### src/rtl/mem_port_arbiter_pkg.sv
// Shared types and storage-facing width defaults for the memory port arbiter.
package mem_port_arbiter_pkg;

  // Must track the storage block's READ_ADDR_SIZE and ROW_WIDTH.
  localparam int ADDR_W_DEF = 28;
  localparam int DATA_W_DEF = 32;

  typedef enum logic [1:0] {
    IDLE   = 2'd0,
    ACCESS = 2'd1,
    DONE   = 2'd2
  } state_t;

endpackage

### src/rtl/mem_port_arbiter_rr_select.sv
// Round-robin winner pick: first req above 'last', wrapping; combinational, one-hot out.
module rr_select #(
  parameter int N     = 2,
  parameter int IDX_W = 1
) (
  input  logic [N-1:0]     req,
  input  logic [IDX_W-1:0] last,
  output logic [N-1:0]     win
);

  // Wrapped candidates first, then those above 'last' override; descending loops keep the lowest index.
  always_comb begin
    win = '0;
    for (int i = N - 1; i >= 0; i--) begin
      if (req[i] && (IDX_W'(i) <= last)) begin
        win    = '0;
        win[i] = 1'b1;
      end
    end
    for (int i = N - 1; i >= 0; i--) begin
      if (req[i] && (IDX_W'(i) > last)) begin
        win    = '0;
        win[i] = 1'b1;
      end
    end
  end

endmodule

### src/rtl/mem_port_arbiter.sv
// Round-robin arbiter for one storage port; grant one cycle after req, done WAIT_CYCLES later.
// No backpressure: requesters hold req stable until gnt, requests are only sampled in IDLE.
module mem_port_arbiter
  import mem_port_arbiter_pkg::*;
#(
  parameter int ADDR_W      = ADDR_W_DEF,
  parameter int DATA_W      = DATA_W_DEF,
  parameter int AMT_REQ     = 2,
  parameter int WAIT_CYCLES = 1
) (
  input  logic                      clk,
  input  logic                      rst,
  input  logic [AMT_REQ-1:0]        req,
  input  logic [AMT_REQ-1:0]        req_we,
  input  logic [ADDR_W*AMT_REQ-1:0] req_addr,
  input  logic [DATA_W*AMT_REQ-1:0] req_wdata,
  output logic [AMT_REQ-1:0]        gnt,
  output logic [AMT_REQ-1:0]        done,
  output logic [DATA_W-1:0]         rdata,
  output logic                      busy,
  output logic [ADDR_W-1:0]         mem_addr,
  output logic [DATA_W-1:0]         mem_wdata,
  output logic                      mem_we,
  input  logic [DATA_W-1:0]         mem_rdata
);

  localparam int IDX_W = (AMT_REQ > 1) ? $clog2(AMT_REQ) : 1;
  localparam int CNT_W = (WAIT_CYCLES > 1) ? $clog2(WAIT_CYCLES) : 1;

  state_t             state, state_nxt;
  logic [IDX_W-1:0]   last, idx, win_idx;
  logic [AMT_REQ-1:0] win;
  logic [CNT_W-1:0]   cnt;
  logic               we_q, grant, finish, sel_we;
  logic [ADDR_W-1:0]  sel_addr;
  logic [DATA_W-1:0]  sel_wdata;

  rr_select #(
    .N     (AMT_REQ),
    .IDX_W (IDX_W)
  ) u_rr_select (
    .req  (req),
    .last (last),
    .win  (win)
  );

  always_comb begin
    win_idx   = '0;
    sel_we    = 1'b0;
    sel_addr  = '0;
    sel_wdata = '0;
    for (int i = 0; i < AMT_REQ; i++) begin
      if (win[i]) begin
        win_idx   = IDX_W'(i);
        sel_we    = req_we[i];
        sel_addr  = req_addr[i*ADDR_W +: ADDR_W];
        sel_wdata = req_wdata[i*DATA_W +: DATA_W];
      end
    end
  end

  always_ff @(posedge clk or negedge rst) begin
    if (!rst) state <= IDLE;
    else      state <= state_nxt;
  end

  always_comb begin
    state_nxt = state;
    grant     = 1'b0;
    finish    = 1'b0;
    case (state)
      IDLE: begin
        if (|req) begin
          state_nxt = ACCESS;
          grant     = 1'b1;
        end
      end
      ACCESS: begin
        if (cnt == '0) begin
          state_nxt = DONE;
          finish    = 1'b1;
        end
      end
      DONE:    state_nxt = IDLE;
      default: state_nxt = IDLE;
    endcase
  end

  // Derived from the async-reset state, so a reset drops the write strobe immediately.
  assign busy   = (state != IDLE);
  assign mem_we = (state == ACCESS) && (cnt == '0) && we_q;

  always_ff @(posedge clk or negedge rst) begin
    if (!rst) begin
      gnt       <= '0;
      done      <= '0;
      rdata     <= '0;
      mem_addr  <= '0;
      mem_wdata <= '0;
      cnt       <= '0;
      last      <= '0;
      idx       <= '0;
      we_q      <= 1'b0;
    end else begin
      gnt  <= '0;
      done <= '0;
      if (grant) begin
        idx       <= win_idx;
        last      <= win_idx;
        we_q      <= sel_we;
        mem_addr  <= sel_addr;
        mem_wdata <= sel_wdata;
        cnt       <= CNT_W'(WAIT_CYCLES - 1);
        gnt       <= win;
      end else if ((state == ACCESS) && (cnt != '0)) begin
        cnt <= cnt - CNT_W'(1);
      end
      if (finish) begin
        done[idx] <= 1'b1;
        if (!we_q) rdata <= mem_rdata;
      end
    end
  end

endmodule

### config.mk
export PLATFORM = sky130hd
export DESIGN_NAME = mem_port_arbiter
export DESIGN_NICKNAME = d
export VERILOG_FILES = /design/src/rtl/mem_port_arbiter_pkg.sv /design/src/rtl/mem_port_arbiter_rr_select.sv /design/src/rtl/mem_port_arbiter.sv
export SDC_FILE = /design/constraint.sdc
export NUM_CORES = 1
export LEC_CHECK = 0
export BUFFER_PORTS_ARGS = -buffer_cell sky130_fd_sc_hd__buf_4
export CORE_UTILIZATION = 30
export DETAILED_ROUTE_END_ITERATION = 7
export PLACE_DENSITY = 0.58
export SYNTH_ARGS = -nofsm -noshare
export SYNTH_HDL_FRONTEND = slang
export SYNTH_SLANG_ARGS = --single-unit
### constraint.sdc
create_clock -name clk -period 3.6 [get_ports clk]
set_input_delay 0.72 -clock clk [delete_from_list [all_inputs] [get_ports clk]]
set_output_delay 0.72 -clock clk [all_outputs]
set_load 0.03 [all_outputs]
==> results of run 1 <==
## state kept, by name, indices dropped and copies added, names as in the netlist
register,flops
cnt,1
idx,1
rdata,32
we_q,1
mem_addr,28
done,2
mem_wdata,32
gnt,2
state,2
## cells by family (layout without fill, tap and decap cells)
family                 after synthesis  count (layout)  synth area share
AO/OA/AOI/OAI                       64              64            0.1518
AND/OR/NAND/NOR                     76              76            0.1158
buffers and inverters               31             283           0.04385
multiplexers                        32              32           0.08592
flip-flops                         101             101            0.6026
## routing by layer
layer | vias up | part of all wire | global-route usage
met5 | - | 0 | 0
met4 | 0 | 0.019 | 0.06636
met3 | 15 | 0.068 | 0.03066
met2 | 175 | 0.48 | 0.2848
met1 | 1721 | 0.43 | 0.2123
li1 | 1679 | - | -
## worst min path at each step
stage / end / from / cells after the start / slack (ns)
floorplan: cnt / rst / 0 / 0.42
global placement: rdata[5] / rdata[5] / 1 / 0.47
finish: rdata[8] / rst / 1 / 0.48
detailed placement: rdata[10] / rdata[10] / 1 / 0.48
global route: rdata[10] / rdata[10] / 1 / 0.51
CTS: rdata[10] / rdata[10] / 1 / 0.50
## metrics by stage
stage / area [um2] / util / setup WS (ns) / hold WS [ns]
detailed placement: 6240 / 0.4638 / 1.365 / 0.4804
finish: 6525 / 0.4850 / 1.254 / 0.4801
CTS: 6525 / 0.4850 / 1.233 / 0.4970
global route: 6525 / 0.4850 / 1.184 / 0.5113
floorplan: 4194 / - / 1.677 / 0.4244
global placement: 6240 / 0.4638 / 1.392 / 0.4724
## cell type report
class                           instances  area [um2]  area share
Tap cell                              176       220.2     0.03375
Timing Repair Buffer                  263        1974      0.3026
Clock inverter                          7       60.06    0.009204
Sequential cell                       101        2527      0.3873
Clock buffer                            9       225.2     0.03452
Multi-Input combinational cell        172        1503      0.2303
Inverter                                4       15.01    0.002301
## placed cells by master (no fill, tap or decap), types with 2 or more instances in the layout
cell        instances
buf_4             263
dfrtp_1           101
and3_1             62
a221o_1            61
mux2_2             28
clkbuf_16           9
inv_1               4
mux2_1              4
nor2_1              3
nand2_1             3
clkinvlp_4          3
and2_1              2
clkinv_4            2
## power by group through the flow
stage	sequential [mW]	combinational (mW)	clock [mW]
CTS	2.04	3.47	0.952
floorplan	3.05	1.17	0
detailed placement	2.05	3.48	0
finish	2.04	3.43	0.927
global placement	2.04	3.43	0
global route	2.11	3.63	0.999
==> results.yml, run 1 <==
critical_path:
  crit_path_start: "state[1]"
  r2r_setup_slack_ns: 1.72
  rr_worst_depth: 3
  worstSetupStartpointType: "flop"
  critPathMaxFanout: 5
  rr_startpoint: "state[1]"
  worstPathArrival_ns: 1.63
  path_cells: "or3b_4 -> inv_1 -> and2_1 -> buf_4"
  cp_top_family: "simple AND/OR/NAND/NOR gates"
  cp-end-kind: "output pin"
  max_stage_delay_ns: 0.47
  path_buf_inv: 2
  critPathSlowestCell: "or3b_4"
  crit_path_end: "mem_we"
  r2r-end: "rdata[23]"
  critPathKind: "reg -> out"
  required_ns: 2.88
  crit_cells: 4
die:
  initial_core_util: 0.3118
  ios: 256
  row_count: 42
  die_h_um: 120.2
  core-area_um2: 13450
  fp.dieArea_um2: 14460
  die_width_um: 120.2
pwr:
  pwr-share-seq: 0.319
  p_clk_frac: 0.145
  p_per_area_nw_per_um2: 979.5
  leakagePower_nw: 3.396
  switching_share: 0.4311
  power_mw: 6.391
  p_int_mw: 3.636
  switchingPower_mw: 2.756
  ir_drop_mv: 0.3770
  p_comb_frac: 0.536
clock_tree:
  clk-insertion-delay-late_ns: 0.34
  cts_hold_buf: 0
  cts_buffer_depth: 2
  clk_pin_slew_ns: 0.07
  cts-root-buf: "clkbuf_16"
  postCtsSetupBuffers: 0
  cts_num_sinks: 101
  cts_tree: "built"
  cts_buffers: 9
  h-tree-depth: 3
  ctsResizeCount: 0
place:
  numPortBuffers: 255
  dpl.cell_count: 716
  place.gp.congestion: 0.7515
  dp_hpwl_mm: 9.000
synth:
  synth_cells: 304
  synth_nets: 462
  synthTopCellsByArea: "dfrtp_1 (60%), a221o_1 (15%), and3_1 (9.2%)"
  yosysSeqAreaShare: 0.6026
  ys_ff_latch: 101
  yosys.area.top_type: "dfrtp_1"
  synth_edf_count: 0
  async_flop_share: 1.000
  synth.top_cell.area_share: 0.6026
  ys_types: 19
  syn_area_per_cell_um2: 13.80
  synth_area_um2: 4194
  synth_common_cells: "dfrtp_1 (101), and3_1 (62), a221o_1 (61)"
  post-synth-top-count-cell: "dfrtp_1"
  synth_warnings: 0
  synth_ff_type: "dfrtp_1"
global_route:
  grt_pass1_vias: 3646
  track_usage: 0.1682
  grt_pass1_wl_mm: 18.84
  grt-ovfl-total: 0
  antenna_found_initial: 0
  grt_max_degree: 67
final_layout:
  fillCellCount: 1244
  insertedDiodeCount: 0
  drive_gt1_frac: 0.5629
  nets: 709
  layoutNonFillerInstCount: 732
  area_growth_pct: 55.58
routing:
  wl_mm: 12.36
  drc_errors: 0
  drtIter0Drc: 171
  dr.pass1.iters: 4
  vias: 3590
  vias_per_cell: 4.904
  wl_per_cell_um: 16.88
  ant_nets: 0
sta:
  fmaxAchievable_mhz: 426.3
  period_share: 0.6517
  min_period_ns: 2.346
  maxSlewViolCount: 0
  finalSetupTns_ns: 0
  rsz0062_at_grt: "no"
  skew_ns: 0.008466
  hold_violations: 0
  setup_viol: 0
  worst_pin_slew_ns: 0.9497
  relSlewSlack: 0.3647
outcome:
  status: "finished clean"
worst_hold_path:
  hp-class: "in -> async"
run:
  cap_viol_max_count: 0
No activity file was read; power rests on OpenSTA's default activity.
==> inputs of run 2 (changes only) <==
--- a/config.mk
+++ b/config.mk
@@ -5,10 +5,11 @@
 export SDC_FILE = /design/constraint.sdc
 export NUM_CORES = 1
 export LEC_CHECK = 0
+export ABC_AREA = 1
 export BUFFER_PORTS_ARGS = -buffer_cell sky130_fd_sc_hd__buf_4
 export CORE_UTILIZATION = 30
 export DETAILED_ROUTE_END_ITERATION = 7
-export PLACE_DENSITY = 0.58
+export PLACE_DENSITY = 0.56
 export SYNTH_ARGS = -nofsm -noshare
 export SYNTH_HDL_FRONTEND = slang
 export SYNTH_SLANG_ARGS = --single-unit
==> constraint.sdc (replaced) <==
create_clock -name clk -period 2.3 [get_ports clk]
set_input_delay 0.46 -clock clk [delete_from_list [all_inputs] [get_ports clk]]
set_output_delay 0.46 -clock clk [all_outputs]
set_load 0.03 [all_outputs]
==> results.yml, run 2 <==
outcome:
  status: "finished clean"
place:
  place.gp.congestion: 0.7935
  dp_hpwl_mm: 10.98
  pre_cts_slack_ns: 0.5375
  numPortBuffers: 255
  placed_cell_area_um2: 6895
  dpl.cell_count: 1065
critical_path:
  max_stage_delay_ns: 0.43
  required_ns: 1.84
  cp-end-kind: "output pin"
  path_cells: "nor3_4 -> inv_1 -> nor2_1 -> buf_4"
  critPathSlowestCell: "dfrtp_1"
  rr_worst_depth: 4
  worstPathArrival_ns: 1.67
  critPathMaxFanout: 10
  critPathKind: "reg -> out"
  worstSetupStartpointType: "flop"
synth:
  synth_compound_area_frac: 0.001556
  synth_top_family_by_area: "simple AND/OR/NAND/NOR gates"
  post-synth-top-count-cell: "nand2_1"
  yosys.area_share.simple: 0.4230
  synth_warnings: 0
  synth_cells: 636
  synth_ff_type: "dfrtp_1"
  async_flop_share: 1.000
  yosysSeqAreaShare: 0.5239
  ys_types: 17
  ys_ff_latch: 101
  syn_area_per_cell_um2: 7.586
  synth_area_um2: 4825
  yosys.area.top_type: "dfrtp_1"
  synth.top_cell.area_share: 0.5239
  synthMuxAreaShare: 0
  synth_common_cells: "nand2_1 (312), nand3_1 (154), dfrtp_1 (101)"
  synth-adder-area-share: 0
  synth_nets: 794
  synth_edf_count: 0
  synth_xor_area_frac: 0
  synthTopCellsByArea: "dfrtp_1 (52%), nand2_1 (24%), nand3_1 (16%)"
clock_tree:
  cts_buffers: 9
  cts_buffer_depth: 2
  cts_num_sinks: 101
  h-tree-depth: 3
  clk-insertion-delay-late_ns: 0.35
  cts_tree: "built"
  ctsResizeCount: 0
  postCtsSetupBuffers: 0
  clk_pin_slew_ns: 0.07
  cts-root-buf: "clkbuf_16"
sta:
  maxSlewViolCount: 0
  worst_pin_slew_ns: 0.6668
  setup_viol: 0
  hold_violations: 0
  skew_ns: 0.005670
  rsz0062_at_grt: "no"
  fmaxAchievable_mhz: 469.2
  finalSetupTns_ns: 0
  min_period_ns: 2.131
  relSlewSlack: 0.5554
  period_share: 0.9266
  timing.final.ws_setup_ns: 0.1688
  fin_hold_ws_ns: 0.3411
die:
  die_h_um: 128.8
  die_width_um: 128.8
  ios: 256
  initial_core_util: 0.3127
  row_count: 45
  fp.dieArea_um2: 16590
  core-area_um2: 15430
final_layout:
  final_util: 0.4655
  reg.largest.list: "mem_wdata: 32 flops, rdata: 32 flops, mem_addr: 28 flops"
  layout_common_cells: "nand2_1 (312), buf_4 (262), nand3_1 (154)"
  fillCellCount: 1608
  layoutNonFillerInstCount: 1082
  area_growth_pct: 48.86
  layout_commonest_cell: "nand2_1"
  nets: 1024
  insertedDiodeCount: 0
  drive_gt1_frac: 0.3330
  fin_area_um2: 7182
routing:
  dr.pass1.iters: 5
  wl_per_cell_um: 14.36
  vias_per_cell: 4.641
  ant_nets: 0
  wl_mm: 15.53
  drtIter0Drc: 325
  drc_errors: 0
  vias: 5022
pwr:
  p_per_area_nw_per_um2: 1348
  leakagePower_nw: 4.092
  ir_drop_mv: 0.5393
  power_mw: 9.682
global_route:
  grt_max_degree: 64
  antenna_found_initial: 1
  track_usage: 0.1925
  grt_pass1_wl_mm: 24.65
  grt_pass1_vias: 4969
  grt-ovfl-total: 0
worst_hold_path:
  hp-class: "in -> reg"
  whs_path_depth: 3
run:
  cap_viol_max_count: 0
## run 2: layout make-up
type / instances / area (um2) / share of cell area
flip-flops and latches: 101 / 2527 / 0.3519
multi-input cells: 481 / 2048 / 0.2852
repair buffers: 266 / 2037 / 0.2836
well taps: 211 / 264.0 / 0.03676
clock buffers: 9 / 225.2 / 0.03136
clock inverters: 7 / 51.30 / 0.007143
inverters: 7 / 28.78 / 0.004007
## run 2: cell families after synthesis
| kind of cell | Yosys count |
|---|---|
| AOI/OAI and AO/OA | 1 |
| buffers and inverters | 54 |
| DFF | 101 |
| and+or+nand+nor | 480 |
## run 2: power by group
part           internal (mW)  switching, mW  total (mW)  leakage, nW
Combinational           1.76           3.47        5.23         2.68
Sequential              2.56          0.451        3.02         1.28
Clock                  0.738          0.695        1.43        0.132
## run 2: path summary, 6_finish.rpt
path	slack (ns)	from	end
max	0.17	state[1]	mem_we
min	0.34	mem_rdata[23]	rdata[23]
max reg2reg	0.63	state[1]	rdata[7]
min reg2reg	0.48	rdata[2]	rdata[2]
max in group asynchronous	1.05	rst	rdata[4]
min in group asynchronous	0.54	rst	rdata[31]
## run 2: timing repair
item	CTS	global route
hold endpoints to repair	20	0
hold buffers	1	0
endpoints found under the setup margin	0	0
## run 2: worst max-delay path, delay by kind of cell (launching register included)
family                 cells  cell delay [ns]
buffers and inverters      2             0.32
and+or+nand+nor            2             0.58
DFF                        1             0.43
## run 2: per-layer routing
layer | part of all wire | global-route usage
met1 | 0.42 | 0.2285
met2 | 0.48 | 0.3316
met3 | 0.083 | 0.05405
met4 | 0.015 | 0.07059
met5 | 0.0011 | 0
